File: src/rtl/note_pkg.sv
// Shared types and constants for the note duration engine.
// Holds FSM encoding, the length-code divisor table and dividend sizing.
package note_pkg;

  typedef enum logic [1:0] {
    ST_IDLE,
    ST_DIV,
    ST_PLAY,
    ST_FIN
  } state_t;

  localparam logic [6:0] DIVISOR_TAB [16] = '{
    7'd1, 7'd2, 7'd3, 7'd4, 7'd5, 7'd6, 7'd7, 7'd8,
    7'd9, 7'd10, 7'd12, 7'd15, 7'd16, 7'd24, 7'd32, 7'd64
  };

  localparam int DOT_NUM   = 6;
  localparam int PLAIN_NUM = 4;

  // cycles_per_beat x6 needs three extra bits to stay exact
  function automatic int dividend_width(input int cnt_w);
    return cnt_w + 3;
  endfunction

endpackage

File: src/rtl/note_timer_if.sv
// Request/status bundle between the decoder, note_timer and the tone generator.
// start_valid/start_ready handshake; gate/done/busy/duration are status outputs.
interface note_timer_if #(parameter int CNT_W = 64);
  logic             start_valid;
  logic             start_ready;
  logic [3:0]       length;
  logic             dotted;
  logic [CNT_W-1:0] cycles_per_beat;
  logic             stop;
  logic             gate;
  logic             busy;
  logic             done;
  logic [CNT_W-1:0] duration;

  modport master (
    output start_valid, length, dotted, cycles_per_beat, stop,
    input  start_ready, gate, busy, done, duration
  );

  modport slave (
    input  start_valid, length, dotted, cycles_per_beat, stop,
    output start_ready, gate, busy, done, duration
  );
endinterface

File: src/rtl/note_timer_seq_divider.sv
// Restoring divider, one quotient bit per cycle, DW cycles after start.
// done pulses during the final step with quotient already showing the result; abort wins over start.
module seq_divider #(
  parameter int DW = 19
) (
  input  logic          clk,
  input  logic          rst,
  input  logic          start,
  input  logic          abort,
  input  logic [DW-1:0] dividend,
  input  logic [6:0]    divisor,
  output logic          busy,
  output logic          done,
  output logic [DW-1:0] quotient
);
  localparam int CW = $clog2(DW + 1);

  logic [6:0]    rem;
  logic [DW-1:0] quo;
  logic [CW-1:0] cnt;

  logic [7:0]    rem_sh;
  logic          ge;
  logic [6:0]    rem_nx;
  logic [DW-1:0] quo_nx;

  // quo starts as the dividend and fills with quotient bits from the LSB
  always_comb begin
    rem_sh = {rem, quo[DW-1]};
    ge     = rem_sh >= {1'b0, divisor};
    rem_nx = ge ? 7'(rem_sh - {1'b0, divisor}) : rem_sh[6:0];
    quo_nx = {quo[DW-2:0], ge};
  end

  assign busy     = (cnt != '0);
  assign done     = busy && (cnt == CW'(1));
  assign quotient = quo_nx;

  always_ff @(posedge clk or posedge rst) begin
    if (rst) begin
      rem <= '0;
      quo <= '0;
      cnt <= '0;
    end else if (abort) begin
      cnt <= '0;
    end else if (start) begin
      rem <= '0;
      quo <= dividend;
      cnt <= CW'(DW);
    end else if (busy) begin
      rem <= rem_nx;
      quo <= quo_nx;
      cnt <= cnt - CW'(1);
    end
  end
endmodule

File: src/rtl/note_timer.sv
// Note duration engine: divides tempo by length code, then gates the note with an articulation gap.
// Latency CNT_W+3 divide cycles + Q play cycles + 1 done cycle; start_ready only in IDLE, stop aborts.
module note_timer
  import note_pkg::*;
#(
  parameter int CNT_W     = 64,
  parameter int GAP_SHIFT = 4
) (
  input logic         clk,
  input logic         rst,
  note_timer_if.slave bus
);
  localparam int DW = dividend_width(CNT_W);

  state_t           state, nxt;
  logic [CNT_W-1:0] cnt;
  logic [CNT_W-1:0] gap;
  logic [CNT_W-1:0] dur;
  logic [6:0]       divisor_lat;
  logic [DW-1:0]    dividend;
  logic [DW-1:0]    div_q;
  logic [CNT_W-1:0] q_sat;
  logic             div_busy, div_done, accept;

  assign accept = bus.start_valid && (state == ST_IDLE) && !bus.stop;

  always_comb begin
    dividend = bus.dotted ? DW'(bus.cycles_per_beat) * DW'(DOT_NUM)
                          : DW'(bus.cycles_per_beat) * DW'(PLAIN_NUM);
    q_sat    = (|div_q[DW-1:CNT_W]) ? '1 : div_q[CNT_W-1:0];
  end

  seq_divider #(.DW(DW)) u_div (
    .clk      (clk),
    .rst      (rst),
    .start    (accept),
    .abort    (bus.stop),
    .dividend (dividend),
    .divisor  (divisor_lat),
    .busy     (div_busy),
    .done     (div_done),
    .quotient (div_q)
  );

  always_ff @(posedge clk or posedge rst) begin
    if (rst) state <= ST_IDLE;
    else     state <= nxt;
  end

  always_comb begin
    nxt = state;
    case (state)
      ST_IDLE: if (accept) nxt = ST_DIV;
      ST_DIV:  if (div_done) nxt = (q_sat == '0) ? ST_FIN : ST_PLAY;
      ST_PLAY: if (cnt == CNT_W'(1)) nxt = ST_FIN;
      ST_FIN:  nxt = ST_IDLE;
      default: nxt = ST_IDLE;
    endcase
    if (bus.stop) nxt = ST_IDLE;
  end

  always_ff @(posedge clk or posedge rst) begin
    if (rst) begin
      cnt         <= '0;
      gap         <= '0;
      dur         <= '0;
      divisor_lat <= '0;
    end else begin
      if (accept) divisor_lat <= DIVISOR_TAB[bus.length];
      if (bus.stop) begin
        cnt <= '0;
      end else if (state == ST_DIV && div_done) begin
        dur <= q_sat;
        gap <= q_sat >> GAP_SHIFT;
        cnt <= q_sat;
      end else if (state == ST_PLAY) begin
        cnt <= cnt - CNT_W'(1);
      end
    end
  end

  assign bus.gate        = (state == ST_PLAY) && (cnt > gap);
  assign bus.done        = (state == ST_FIN);
  assign bus.busy        = (state != ST_IDLE);
  assign bus.start_ready = (state == ST_IDLE);
  assign bus.duration    = dur;

  // the divider is always mid-operation while the FSM sits in DIV
  div_busy_in_div: assert property (@(posedge clk) disable iff (rst)
                                    (state == ST_DIV) |-> div_busy);
endmodule

File: src/flat_wrapper.sv
// flat-port wrapper written by rule: the top's interface ports become plain ports
module note_timer_flat import note_pkg::*;
#(
  parameter int CNT_W     = 64,
  parameter int GAP_SHIFT = 4
)
  (clk, rst, bus_start_valid, bus_length, bus_dotted, bus_cycles_per_beat, bus_stop, bus_start_ready, bus_gate, bus_busy, bus_done, bus_duration);
  note_timer_if #(.CNT_W(CNT_W)) bus_i ();
  input logic clk;
  input logic rst;
  input wire logic [$bits(bus_i.start_valid)-1:0] bus_start_valid;
  input wire logic [$bits(bus_i.length)-1:0] bus_length;
  input wire logic [$bits(bus_i.dotted)-1:0] bus_dotted;
  input wire logic [$bits(bus_i.cycles_per_beat)-1:0] bus_cycles_per_beat;
  input wire logic [$bits(bus_i.stop)-1:0] bus_stop;
  output wire logic [$bits(bus_i.start_ready)-1:0] bus_start_ready;
  output wire logic [$bits(bus_i.gate)-1:0] bus_gate;
  output wire logic [$bits(bus_i.busy)-1:0] bus_busy;
  output wire logic [$bits(bus_i.done)-1:0] bus_done;
  output wire logic [$bits(bus_i.duration)-1:0] bus_duration;
  assign bus_i.start_valid = bus_start_valid;
  assign bus_i.length = bus_length;
  assign bus_i.dotted = bus_dotted;
  assign bus_i.cycles_per_beat = bus_cycles_per_beat;
  assign bus_i.stop = bus_stop;
  assign bus_start_ready = bus_i.start_ready;
  assign bus_gate = bus_i.gate;
  assign bus_busy = bus_i.busy;
  assign bus_done = bus_i.done;
  assign bus_duration = bus_i.duration;
  note_timer #(.CNT_W(CNT_W), .GAP_SHIFT(GAP_SHIFT)) u_core (.clk(clk), .rst(rst), .bus(bus_i));
endmodule
File: config.mk
export PLATFORM = sky130hd
export DESIGN_NAME = note_timer_flat
export DESIGN_NICKNAME = d
export VERILOG_FILES = /design/src/rtl/note_pkg.sv /design/src/rtl/note_timer_if.sv /design/src/rtl/note_timer_seq_divider.sv /design/src/rtl/note_timer.sv /design/src/flat_wrapper.sv
export SDC_FILE = /design/constraint.sdc
export NUM_CORES = 1
export LEC_CHECK = 0
export ABC_AREA = 1
export ABC_CLOCK_PERIOD_IN_PS = 6800
export CELL_PAD_IN_SITES_DETAIL_PLACEMENT = 0
export CELL_PAD_IN_SITES_GLOBAL_PLACEMENT = 2
export CORE_ASPECT_RATIO = 0.9
export CORE_MARGIN = 2
export CORE_UTILIZATION = 30
export DETAILED_ROUTE_END_ITERATION = 16
export PLACE_DENSITY_LB_ADDON = 0.05
export SLEW_MARGIN = 20
export SYNTH_ARGS = -nofsm -noshare
export SYNTH_HDL_FRONTEND = slang
export SYNTH_SLANG_ARGS = --single-unit
File: constraint.sdc
create_clock -name clk -period 6.8 [get_ports clk]
set_clock_uncertainty 0.05 [all_clocks]
set_input_delay 1.36 -clock clk [delete_from_list [all_inputs] [get_ports clk]]
set_output_delay 1.36 -clock clk [all_outputs]
set_load 0.05 [all_outputs]
==> results of run 1 <==
[worst paths after layout]
kind	to	slack (ns)	cells after the start
worst max-delay path	bus_gate	1.66	9
worst min-delay path	u_core.bus.duration[0]$_DFFE_PP0P_	0.44	2
worst max register to register	u_core.cnt[10]$_DFFE_PP0P_	3.13	15
worst min register to register	u_core.bus.duration[0]$_DFFE_PP0P_	0.44	2
max in group asynchronous	u_core.u_div.quo[39]$_DFFE_PP0P_	4.22	3
min in group asynchronous	u_core.bus.duration[6]$_DFFE_PP0P_	1.19	2
[worst min-delay path: cells and delay by family, from the launching register on]
family           cells  cell delay (ns)
DFF                  1             0.35
and+or+nand+nor      2             0.12
[layout make-up]
class / instances / area (µm²)
repair buffers: 154 / 1520
clock buffers: 41 / 840
well taps: 855 / 1070
inverters: 501 / 1880
flip-flops and latches: 218 / 5460
clock inverters: 7 / 73.8
diodes: 1 / 2.50
multi-input cells: 2281 / 11700
fillers: 7100 / 41500
[registers in the layout (all words and copies together) (netlist names)]
register,flops
u_core.divisor_lat,7
u_core.u_div.quo,67
u_core.state,2
u_core.u_div.cnt,7
u_core.bus.duration,64
u_core.u_div.rem,7
u_core.cnt,64
[metal layers]
metal,track usage,share of wire,vias to the layer above
met5,0,0,-
met4,0.0532,0.022,0
met3,0.0154,0.033,85
met2,0.385,0.44,410
met1,0.350,0.50,9356
li1,-,-,10100
[power by group through the flow]
stage                     Sequential, mW  Clock [mW]  Combinational, mW
after floorplan                     2.77           0               2.90
after global placement              2.37           0               4.99
after detailed placement            2.39           0               5.00
after CTS                           2.37        1.54               5.02
after global routing                2.45        1.59               5.56
final                               2.37        1.50               5.00
[Yosys cell counts, types with 2 or more instances]
| cell | count | share of area |
|---|---|---|
| a211oi_1 | 2 | 0.00077 |
| a21oi_1 | 140 | 0.036 |
| a22oi_1 | 2 | 0.00077 |
| a31oi_1 | 17 | 0.0055 |
| a32o_1 | 2 | 0.0010 |
| and2_1 | 3 | 0.00097 |
| buf_1 | 7 | 0.0014 |
| buf_2 | 27 | 0.0069 |
| buf_4 | 3 | 0.0012 |
| buf_6 | 2 | 0.0012 |
| clkbuf_1 | 42 | 0.0081 |
| dfrtp_1 | 218 | 0.28 |
| fa_1 | 2 | 0.0021 |
| ha_1 | 144 | 0.093 |
| inv_1 | 493 | 0.095 |
| inv_2 | 7 | 0.0014 |
| nand2_1 | 882 | 0.17 |
| nand2_2 | 5 | 0.0016 |
| nand2_4 | 3 | 0.0017 |
| nand3_1 | 166 | 0.043 |
| nand3b_1 | 3 | 0.0012 |
| nand4_1 | 23 | 0.0074 |
| nand4_2 | 2 | 0.0013 |
| nor2_1 | 404 | 0.078 |
| nor2_2 | 6 | 0.0019 |
| nor2_4 | 10 | 0.0058 |
| nor2_8 | 2 | 0.0021 |
| nor3_1 | 25 | 0.0064 |
| nor3_2 | 2 | 0.0010 |
| nor3_4 | 2 | 0.0017 |
| nor3b_1 | 2 | 0.00077 |
| nor4_1 | 21 | 0.0068 |
| o2111ai_1 | 2 | 0.00090 |
| o211ai_1 | 29 | 0.011 |
| o21a_1 | 3 | 0.0012 |
| o21ai_0 | 202 | 0.052 |
| o21ai_1 | 8 | 0.0021 |
| o21bai_1 | 40 | 0.015 |
| o221ai_1 | 8 | 0.0036 |
| o22ai_1 | 48 | 0.015 |
| o311ai_0 | 2 | 0.00090 |
| o32ai_1 | 2 | 0.00090 |
| or2_2 | 3 | 0.00097 |
| xnor2_1 | 21 | 0.0095 |
| xor2_1 | 29 | 0.013 |
[placed cells by master, fill, tap and decap left out, drive strengths merged, types with 6 or more instances in the layout]
cell	netlist	routed
o21bai	40	40
a21oi	140	140
o21ai	210	210
nor3	29	29
ha	144	144
clkbuf	42	41
a31oi	17	17
o22ai	48	48
clkinv	1	6
xor2	29	29
dfrtp	218	218
o211ai	29	29
clkdlybuf4s50	0	139
nand4	25	25
inv	500	499
nor2	422	422
nand3	168	168
xnor2	21	21
buf	39	15
nand2	890	890
o221ai	8	8
nor4	21	21
[stage by stage]
stage                     area [µm²]  total power, mW  setup slack (ns)  hold slack [ns]  cells
final                          22600             8.88              1.66            0.439   4058
after global routing           22600             9.60              1.60            0.464   4057
after CTS                      22600             8.93              1.66            0.442   4057
after detailed placement       21700             7.39              2.28            0.425   4009
after global placement         21700             7.36              2.32            0.413   4009
after floorplan                19400             5.67              2.55            0.396   3081
[logic make-up (layout without fill, tap and decap cells)]
kind of cell | Yosys count | count (layout)
buffers and inverters | 582 | 703
flip-flops | 218 | 218
adder cells (fa/ha/maj) | 146 | 146
AO/OA/AOI/OAI | 514 | 514
XOR/XNOR | 50 | 50
AND/OR/NAND/NOR | 1571 | 1571
other | 0 | 1
==> impl_metrics.tcl, run 1 <==
set metrics [dict create \
    cpPeakStageDelay_ns 0.88 \
    min_from "u_core.bus.duration[0]$_DFFE_PP0P_" \
    min_path_type "reg -> reg" \
    cts-resized-gates 0 \
    first_pass_iters 6 \
    critPathLaunchType "flip-flop" \
    internal-power_mw 4.28 \
    yosysWarnings 0 \
    grt_overflow 0 \
    worst-path-buf-inv 1 \
    cts_buffers 28 \
    worst_pin_slew_ns 0.937 \
    clock_sinks 218 \
    final_util 0.353 \
    p_clk_frac 0.169 \
    drc_errors 0 \
    die_x_um 272 \
    crit_family "simple AND/OR/NAND/NOR gates" \
    io_buffers 140 \
    clkTransAtPathRegs_ns 0.06 \
    cts_buffer_depth 3 \
    crit_fanout 6 \
    rsz0062_at_grt "false" \
    maxSlewViolCount 0 \
    grt_max_degree 130 \
    antenna_found_initial 0 \
    synth_cells 3081 \
    ant_nets 0 \
    finalSetupViolCount 0 \
    nets 3403 \
    synth-seq-cells 218 \
    synth-simple-area-share 0.336 \
    crit_path_end_kind "output port" \
    synth-xor-area-share 0.0225 \
    combPwrFrac 0.564 \
    ctsHoldBuffers 0 \
    h-tree-depth 1 \
    die_area_um2 66900 \
    max_slew_margin 0.375 \
    p_leak_nw 11.6 \
    hold_viol 0 \
    ir_drop_mv 0.255 \
    critPathKind "reg -> out" \
    rr_startpoint "u_core.u_div.cnt[0]$_DFFE_PP0P_" \
    place_congestion 0.974 \
    area_growth_pct 16.2 \
    synth_fa_ha_area_frac 0.0947 \
    seq_area_frac_synth 0.281 \
    switching_share 0.518 \
    worstPathRequired_ns 5.39 \
    start_util 0.303 \
    status "finished clean" \
    synth_edf_count 0 \
    ios 141 \
    hpwl_um 64600 \
    post-cts-setup-buffer-count 0 \
    synth_cell_types 60 \
    vias 19900 \
    syn_area_per_cell_um2 6.31 \
    grt_pass1_vias 19500 \
    cts_tree "built" \
    cp_data_arrival_time_ns 3.73 \
    post_drt_via_cell_ratio 4.91 \
    drive_gt1_frac 0.0337 \
    crit_slowest_cell "clkdlybuf4s50_1" \
    p_seq_frac 0.267 \
    die_h_um 246 \
    drt-initial-drc-count 1299 \
    min_period_ns 5.14 \
    p_sw_mw 4.60 \
    synth_top_family_by_area "simple AND/OR/NAND/NOR gates" \
    fin_crit_sh 0.755 \
    clockRootBuffer "clkbuf_16" \
    crit_path_frequent_cell "nand2_1" \
    synth_compound_area_frac 0.151 \
    insertion_delay_ns 0.58 \
    grt_pass1_wl_um 122000 \
    cp-startpoint "u_core.cnt[59]$_DFFE_PP0P_" \
    wl_per_cell_um 19.8 \
    tns_ns 0 \
    gr-usage-all-layers 0.239 \
    syn-num-nets 3300 \
    core-area_um2 64100 \
    async_reset_ff_frac 1.00 \
    synthMuxAreaShare 0 \
    synthFlopType "dfrtp_1" \
    num_rows 88 \
    synth_area_um2 19400 \
    drv_cap 0 \
    crit_chain "ha_1 > nand2_1 > nor2_1 > nand3_1 > nor4b_1 > and3_1 > nand2_1 > a21oi_1 > clkdlybuf4s50_1" \
    max_freq_ghz 0.195 \
    finalWirelength_um 80400 \
    powerDensity_nw_per_um2 393 \
]
No activity file was read; power rests on OpenSTA's default activity.
==> inputs of run 2 (changes only) <==
- ABC_CLOCK_PERIOD_IN_PS: 6800 -> 4700
- clock period: 6.8 -> 4.7 ns (I/O delays scaled with it)
==> run 2 against run 1 <==
Effect of this change: via count about the same; sequential cell count unchanged; critical path depth unchanged; register-to-register slack worse by 1.7 ns; design area up 0.74%; largest power group unchanged; count of clock-buffer cells in the layout down 2; global-route usage up 0.058 points; combinational power up 46%; utilization up 0.26 points; first-iteration DRC count up 17%.
==> impl_metrics.tcl, run 2 (same netlist as run 1, synthesis figures left out) <==
set metrics [dict create \
    status "finished clean" \
    die_h_um 246 \
    min_period_ns 4.44 \
    antenna_cells 0 \
    first_pass_iters 5 \
    h-tree-depth 1 \
    min_path_type "reg -> reg" \
    switching_share 0.511 \
    cts_buffer_depth 3 \
    area_growth_pct 17.0 \
    cp_data_arrival_time_ns 3.45 \
    grt_pass1_vias 19600 \
    max_slew_margin 0.271 \
    crit_path_frequent_cell "nand2_1" \
    critPathLaunchType "flip-flop" \
    critPathKind "reg -> out" \
    p_clk_frac 0.181 \
    die_x_um 272 \
    antenna_found_initial 0 \
    cpPeakStageDelay_ns 0.86 \
    nets 3408 \
    r2r_slack_ns 1.46 \
    p_sw_mw 6.67 \
    crit_path_end_kind "output port" \
    ctsHoldBuffers 0 \
    crit_chain "ha_1 > nand2_1 > nor2_1 > nand3_1 > nor4b_1 > and3_1 > nand2_1 > a21oi_1 > clkdlybuf4s50_1" \
    drive_gt1_frac 0.0367 \
    post_drt_via_cell_ratio 4.90 \
    hold_viol 0 \
    final_cell_mix "882 x nand2_1, 491 x inv_1, 404 x nor2_1" \
    start_util 0.303 \
    largest_reg_flops 67 \
    finalSetupViolCount 0 \
    cts_tree "built" \
    power_mw 13.0 \
    clockRootBuffer "clkbuf_16" \
    insertion_delay_ns 0.57 \
    drv_cap 0 \
    final_util 0.355 \
    drc_errors 0 \
    crit_slowest_cell "clkdlybuf4s50_1" \
    ios 141 \
    cts_buffers 28 \
    vias 19900 \
    drt-initial-drc-count 1514 \
    tns_ns 0 \
    cts-resized-gates 0 \
    die_area_um2 66900 \
    combPwrFrac 0.560 \
    powerDensity_nw_per_um2 573 \
    fin_crit_sh 0.944 \
    placed_cell_area_um2 21700 \
    grt_overflow 0 \
    gr-usage-all-layers 0.240 \
    ant_nets 0 \
    worstPathRequired_ns 3.71 \
    p_seq_frac 0.259 \
    ir_drop_mv 0.336 \
    finalWirelength_um 80900 \
    core-area_um2 64100 \
    wl_per_cell_um 19.9 \
    crit_fanout 6 \
    place_congestion 0.944 \
    worst_pin_slew_ns 1.08 \
    rsz0062_at_grt "false" \
    io_buffers 140 \
    crit_family "simple AND/OR/NAND/NOR gates" \
    internal-power_mw 6.38 \
    clock_sinks 218 \
    fillers 7094 \
    grt_max_degree 75 \
    grt_pass1_wl_um 122000 \
    hpwl_um 65700 \
    clkTransAtPathRegs_ns 0.06 \
    worst-path-buf-inv 1 \
    regMostFlops "u_core.u_div.quo" \
    p_leak_nw 11.7 \
    max_freq_ghz 0.225 \
    num_rows 88 \
    maxSlewViolCount 0 \
    design_area_um2 22800 \
    post-cts-setup-buffer-count 0 \
    final_common_cell "nand2_1" \
]
==> run 2: changes by cell type in the layout (fill, tap and decap cells not counted), sizes merged <==
cell,before,now
buf,15,20
bufinv,1,4
clkbuf,41,39
clkinv,6,8
diode,1,0
inv,499,500
==> run 2: final timing paths <==
path / depth (start not counted) / end / startpoint
setup / recovery: 9 / bus_gate / u_core.cnt[59]$_DFFE_PP0P_
hold reg to reg: 2 / u_core.bus.duration[0]$_DFFE_PP0P_ / u_core.bus.duration[0]$_DFFE_PP0P_
hold / removal: 2 / u_core.bus.duration[0]$_DFFE_PP0P_ / u_core.bus.duration[0]$_DFFE_PP0P_
min in group asynchronous: 2 / u_core.bus.duration[9]$_DFFE_PP0P_ / rst
setup reg to reg: 13 / u_core.cnt[11]$_DFFE_PP0P_ / u_core.u_div.cnt[0]$_DFFE_PP0P_
max in group asynchronous: 3 / u_core.u_div.quo[60]$_DFFE_PP0P_ / rst
==> run 2: final cells by class <==
class	count	area [µm²]	share of cell area
multi-input cells	2281	11700	0.516
flip-flops and latches	218	5460	0.240
inverters	501	1880	0.0828
repair buffers	159	1590	0.0699
well taps	855	1070	0.0470
clock buffers	39	833	0.0366
clock inverters	13	175	0.00770
==> run 2: worst min-delay path, cell delays in order, from the launching register on <==
cell,delay (ns)
dfrtp_1,0.35
nand2_1,0.05
nand2_1,0.05
==> run 2: metrics by stage <==
step	setup WS [ns]	hold slack, ns	cells
after global placement	0.770	0.420	4014
after floorplan	0.870	0.396	3081
after global routing	0.0276	0.456	4066
final	0.263	0.436	4066
after detailed placement	0.789	0.419	4014
after CTS	0.174	0.437	4066
==> run 2: layer usage <==
metal	wire, µm	up-vias	track usage	part of all wire
met4	1580	0	0.0493	0.020
met1	40100	9332	0.346	0.50
li1	-	10100	-	-
met2	36300	422	0.392	0.45
met3	2960	81	0.0178	0.037
met5	0	-	0	0
==> run 2: power groups by stage <==
| stage | logic (mW) | registers [mW] | clock network (mW) |
|---|---|---|---|
| finish | 7.31 | 3.37 | 2.36 |
| global route | 8.11 | 3.48 | 2.50 |
| CTS | 7.33 | 3.38 | 2.41 |
| detailed placement | 7.30 | 3.40 | 0 |
| global placement | 7.29 | 3.38 | 0 |
| floorplan | 4.20 | 4.01 | 0 |
